[config.mk]
export PLATFORM = sky130hd
export DESIGN_NAME = replicate_fork
export DESIGN_NICKNAME = d
export VERILOG_FILES = /design/src/rtl/replicate_fork.sv
export SDC_FILE = /design/constraint.sdc
export NUM_CORES = 1
export LEC_CHECK = 0
export ABC_AREA = 1
export CAP_MARGIN = 20
export CORE_UTILIZATION = 30
export CTS_BUF_LIST = sky130_fd_sc_hd__clkbuf_2 sky130_fd_sc_hd__clkbuf_4 sky130_fd_sc_hd__clkbuf_8
export DETAILED_ROUTE_END_ITERATION = 8
export GPL_TIMING_DRIVEN = 1
export PLACE_DENSITY_LB_ADDON = 0.25
export SLEW_MARGIN = 0
export SYNTH_ARGS = -nofsm -noshare
export SYNTH_HDL_FRONTEND = slang
export SYNTH_SLANG_ARGS = --single-unit
[constraint.sdc]
create_clock -name clk -period 4.7 [get_ports clk]
set_input_delay 0.94 -clock clk [delete_from_list [all_inputs] [get_ports clk]]
set_output_delay 0.94 -clock clk [all_outputs]
set_load 0.03 [all_outputs]
[src/rtl/replicate_fork.sv]
// Buffered broadcast stage: each pushed item is offered on every output channel and
// retires from the FIFO only once all channels have taken it.
module replicate_fork #(
  parameter int unsigned ITEM_SIZE          = 8,
  parameter int unsigned REPLICATION_FACTOR = 3,
  parameter int unsigned BUFFER_DEPTH       = 4
) (
  input  logic                                     clk,
  input  logic                                     rst_n,
  input  logic [ITEM_SIZE-1:0]                     in_data,
  input  logic                                     in_valid,
  output logic                                     in_ready,
  output logic [ITEM_SIZE*REPLICATION_FACTOR-1:0]  out_data,
  output logic [REPLICATION_FACTOR-1:0]            out_valid,
  input  logic [REPLICATION_FACTOR-1:0]            out_ready,
  output logic [$clog2(BUFFER_DEPTH+1)-1:0]        occupancy
);

  localparam int unsigned PtrW = $clog2(BUFFER_DEPTH);
  localparam int unsigned OccW = $clog2(BUFFER_DEPTH + 1);

  logic [ITEM_SIZE-1:0]          mem_q [BUFFER_DEPTH];
  logic [ITEM_SIZE-1:0]          mem_d [BUFFER_DEPTH];
  logic [PtrW-1:0]               wr_ptr_q, wr_ptr_d;
  logic [PtrW-1:0]               rd_ptr_q, rd_ptr_d;
  logic [OccW-1:0]               occ_q, occ_d;
  logic [REPLICATION_FACTOR-1:0] taken_q, taken_d;

  logic                          not_empty;
  logic                          push;
  logic                          retire;
  logic [REPLICATION_FACTOR-1:0] fire;
  logic [ITEM_SIZE-1:0]          head;

  assign not_empty = (occ_q != '0);
  // Ready is gated by reset and never looks at same-cycle retires.
  assign in_ready  = rst_n & (occ_q != OccW'(BUFFER_DEPTH));
  assign push      = in_valid & in_ready;
  assign head      = mem_q[rd_ptr_q];
  assign occupancy = occ_q;

  always_comb begin
    out_data  = '0;
    out_valid = '0;
    for (int unsigned i = 0; i < REPLICATION_FACTOR; i++) begin
      out_data[i*ITEM_SIZE +: ITEM_SIZE] = head;
      out_valid[i]                       = not_empty & ~taken_q[i];
    end
  end

  assign fire   = out_valid & out_ready;
  assign retire = not_empty & (&(taken_q | fire));

  always_comb begin
    for (int unsigned i = 0; i < BUFFER_DEPTH; i++) begin
      mem_d[i] = mem_q[i];
    end
    wr_ptr_d = wr_ptr_q;
    rd_ptr_d = rd_ptr_q;
    taken_d  = taken_q | fire;
    occ_d    = occ_q + OccW'(push) - OccW'(retire);

    if (push) begin
      mem_d[wr_ptr_q] = in_data;
      wr_ptr_d        = wr_ptr_q + 1'b1;
    end
    // Retiring clears every taken flag, including the ones firing this cycle.
    if (retire) begin
      rd_ptr_d = rd_ptr_q + 1'b1;
      taken_d  = '0;
    end
  end

  always_ff @(posedge clk or negedge rst_n) begin
    if (!rst_n) begin
      for (int unsigned i = 0; i < BUFFER_DEPTH; i++) begin
        mem_q[i] <= '0;
      end
      wr_ptr_q <= '0;
      rd_ptr_q <= '0;
      occ_q    <= '0;
      taken_q  <= '0;
    end else begin
      for (int unsigned i = 0; i < BUFFER_DEPTH; i++) begin
        mem_q[i] <= mem_d[i];
      end
      wr_ptr_q <= wr_ptr_d;
      rd_ptr_q <= rd_ptr_d;
      occ_q    <= occ_d;
      taken_q  <= taken_d;
    end
  end

endmodule

* Word level (Yosys, flattened, before mapping)
Cells that the tools add are included.
** Word-level totals
- Latch bits :: 0
- Memories kept :: 0
- RAM bits :: 0
- Flip-flop bits (word level) :: 42
- Logic and storage cells :: 39
- Memory bits (read-only) :: 0
** Operators by class
- Multipliers :: 0
- Div/mod/pow operators :: 0
- Bitwise logic cells :: 13
- Reduce and logical (&&, ||, !) cells :: 3
- Mux-type cells :: 7
- Shift operators :: 0
- $lt $le $gt $ge :: 3
- Eq/ne operators :: 1
- Add/subtract/negate cells :: 4
** Operator list (count)
- $bwmux 32 :: 1
- $mux 8 :: 3
- $bmux 8 s2 :: 1
- $demux 8 s2 :: 1
- $and 1x1->1 :: 6
- $ge 3x3->1 const B :: 2
- $not 2->3 :: 2
- $add 2x1->2 const B :: 2
- $add 3x1->3 :: 1
- $and 3x3->3 :: 1
- $lt 3x1->1 const B :: 1
- $mux 3 :: 1
- $ne 3x3->1 const B :: 1
- $not 1->1 :: 3
- $or 3x3->3 :: 1
- $reduce_and 3->1 :: 1
- $reduce_bool 3->1 :: 1
- $sub 3x1->3 :: 1
- $logic_and 1x1->1 :: 1

* Depth between registers and ports, before layout
- Word-level depth :: 7
- Depth in mapped cells :: 12

* Least setup slack after synthesis
Ideal clock, no wire load.
- Kind :: register to output
- From :: register rd_ptr_q[0]
- To :: output port out_data[14]
- Buffers on the path :: 3
- Path slack :: 2028 ps
- Data required time :: 3760 ps
- Cell stages (with the launch flop) :: 7
- Arrival time :: 1732 ps
- Cell sequence :: dfrtp_1 buf_2 inv_1 buf_2 o21ai_0 o22ai_1 buf_4
** On the way
- Word-level cells in the longest chain between the ends :: 4
** Ends and longest elaborated chain
- from (decl) :: RTL line 25 : logic [PtrW-1:0] rd_ptr_q, rd_ptr_d;
- from (signal assigned) :: RTL line 88 : rd_ptr_q <= rd_ptr_d;
- $not 2->3 (implied by the code) :: RTL line 39 : assign head = mem_q[rd_ptr_q];
- $bmux 8 s2 :: RTL line 39
- $mux 8 (implied by the code) (2 in series) :: RTL line 39
- to (decl) :: RTL line 13 : output logic [ITEM_SIZE*REPLICATION_FACTOR-1:0] out_data,
Every way passes these cells. The select of a mux whose other input is x is not followed.

* Worst setup path after layout
- From :: register rd_ptr_q[0]
- To :: output port out_data[7]
The elaborated chain is that of the path after synthesis.

==> impl_metrics.ini <==
[status]
status = finished, violations left
violations = design-rule violations

[timing]
setup_viol = 0
slew_viol_final = 0
tightestPinTransition_ns = 0.628
fin_skew_ns = 0.00882
min_period_ns = 3.46
finalSetupTns_ns = 0
finalHoldViolCount = 0
fmax_ghz = 0.289
post-route-period-util_pct = 73.6
rsz0062_at_grt = false
slew_headroom_pct = 58.0

[drt]
firstDrtPassIters = 6
drtAntennaViolNets = 0
drt-initial-drc-count = 72
drc = 4
num_vias = 1583
wl_um = 4160
via_per_inst = 4.70
wl_per_cell_um = 12.4

[clocking]
cts_root_buffer = clkbuf_8
clkLatencyLatePin_ns = 0.30
max-clock-path-buffers = 2
post_cts.repair.setup_buffers = 0
cts-hold-fix-buffers = 0
h-tree-depth = 2
cts_resized = 0
clk_pin_slew_ns = 0.08
cts_tree = done
cts_made_buffers = 5
cts_sinks = 42

[synthesis]
synth_cell_types = 21
synthCells = 231
synth_area_leaders = dfrtp_1 51%, o21ai_0 12%, nand2_1 7.8%
yosys.area.top_type = dfrtp_1
syn_avg_cell_area_um2 = 8.94
syn_nets = 252
synth_top_area_share_pct = 50.9
mappedNetlistArea_um2 = 2070
synth-seq-cells = 42
ys_seq_area_share_pct = 50.9
yosysWarnings = 0

[die]
start_util_pct = 31.8
die_area_um2 = 7220
rows = 29
io_pins = 45
die_h_um = 85.0
dieWidth_um = 85.0
core_area_um2 = 6490

[critical_path]
crit_path_start_kind = flip-flop
crit_required_ns = 3.76
rrSetupSlack_ns = 2.24
reg2reg_depth = 12
cp-end-kind = output port
rr_endpoint = occupancy[2]
crit_fanout = 19
worstSetupPathType = reg2out
r2r_start = occupancy[1]
worstPathArrival_ns = 2.52

[hold_path]
hold_end = mem_q[8]
hold_path_class = reg2reg
hold_start = mem_q[8]
min_path_cells = 2

[placement]
dpl.hpwl_um = 2850
io_buffers = 44
place.gp.congestion = 0.695

[grt]
grt_pass1_wl_um = 7200
first_global_vias = 1520
grt-ovfl-total = 0
antenna_found_initial = 0
grtUsageTotal_pct = 12.7
grt_max_degree = 43

[layout]
final_nets = 280
area_delta_synth_final_pct = 23.9
drive_gt1_share_pct = 4.23
diodes = 0

[run]
drv_cap = 0
-- cell type report --
class                   instances  area [um2]
fillers                       675        3940
flip-flops and latches         42        1050
multi-input cells             144         753
repair buffers                 45         443
well taps                      77        96.3
inverters                      21        78.8
clock buffers                   5        68.8
clock inverters                 3        68.8
-- cells in the final DEF (no fill, tap or decap), drive strengths merged, types with 3 or more instances in the layout --
cell	instances
o21ai	48
nand2	43
clkdlybuf4s50	43
dfrtp	42
inv	21
nor2	21
o22ai	8
ha	6
nand3	5
clkbuf	5
a21boi	3
-- state kept, by name, summed over array words and instances, names as in the netlist --
name	count
wr_ptr_q	2
mem_q	32
rd_ptr_q	2
taken_q	3
occupancy	3
-- stage by stage --
step / std cells / worst slack (ns) / cell area, um2 / util, % / hold WS (ns)
floorplan: 231 / 2.03 / 2070 / - / 0.448
global placement: 329 / 1.51 / 2420 / 37.3 / 0.462
detailed placement: 329 / 1.50 / 2420 / 37.3 / 0.468
CTS: 337 / 1.18 / 2560 / 39.4 / 0.489
global route: 337 / 1.00 / 2560 / 39.4 / 0.511
finish: 337 / 1.24 / 2560 / 39.4 / 0.486
-- cells in the mapped netlist --
cell,count
o21ai_0,48
dfrtp_1,42
nand3_1,5
xor2_1,2
fa_1,1
buf_6,4
a21boi_0,2
a21boi_4,1
clkbuf_1,2
nand2_1,43
ha_1,6
buf_4,16
a21o_1,1
nor2_1,21
inv_1,21
buf_2,2
a21oi_1,1
nand4_1,2
xnor2_1,2
o22ai_1,8
a2bb2oi_1,1
-- cells by family (layout without fill, tap and decap cells) --
group / after synthesis / after routing / share of synthesized area (%)
DFF: 42 / 42 / 50.9
adders and majority gates: 7 / 7 / 4.60
buffers and inverters: 45 / 74 / 12.7
and+or+nand+nor: 71 / 71 / 13.4
AOI/OAI and AO/OA: 62 / 62 / 16.7
xor gates and xnor gates: 4 / 4 / 1.70
-- routing by layer --
| layer | vias to the layer above | share of wire (%) | GRT usage (%) |
|---|---|---|---|
| met1 | 747 | 47 | 16.3 |
| li1 | 791 | - | - |
| met4 | 0 | 1.2 | 3.70 |
| met3 | 6 | 4.7 | 3.31 |
| met5 | - | 0 | 0 |
| met2 | 39 | 47 | 21.3 |
-- worst max path at each step --
stage	start	endpoint	slack (ns)
3_5_place_dp	rd_ptr_q[0]	out_data[1]	1.50
2_1_floorplan	rd_ptr_q[0]	out_data[14]	2.03
3_3_place_gp	rd_ptr_q[0]	out_data[1]	1.51
6_report	rd_ptr_q[0]	out_data[7]	1.24
5_1_grt	rd_ptr_q[0]	out_data[0]	1.0
4_1_cts	rd_ptr_q[0]	out_data[1]	1.18
-- critical path, stage by stage (launching register included) --
cell             delay [ns]
dfrtp_1                0.60
inv_1                  0.49
o21ai_0                0.14
o22ai_1                0.26
clkdlybuf4s50_1        0.73
Power is not shown: default switching activity piles up to over one toggle a cycle in this logic, so the estimate is an artifact.
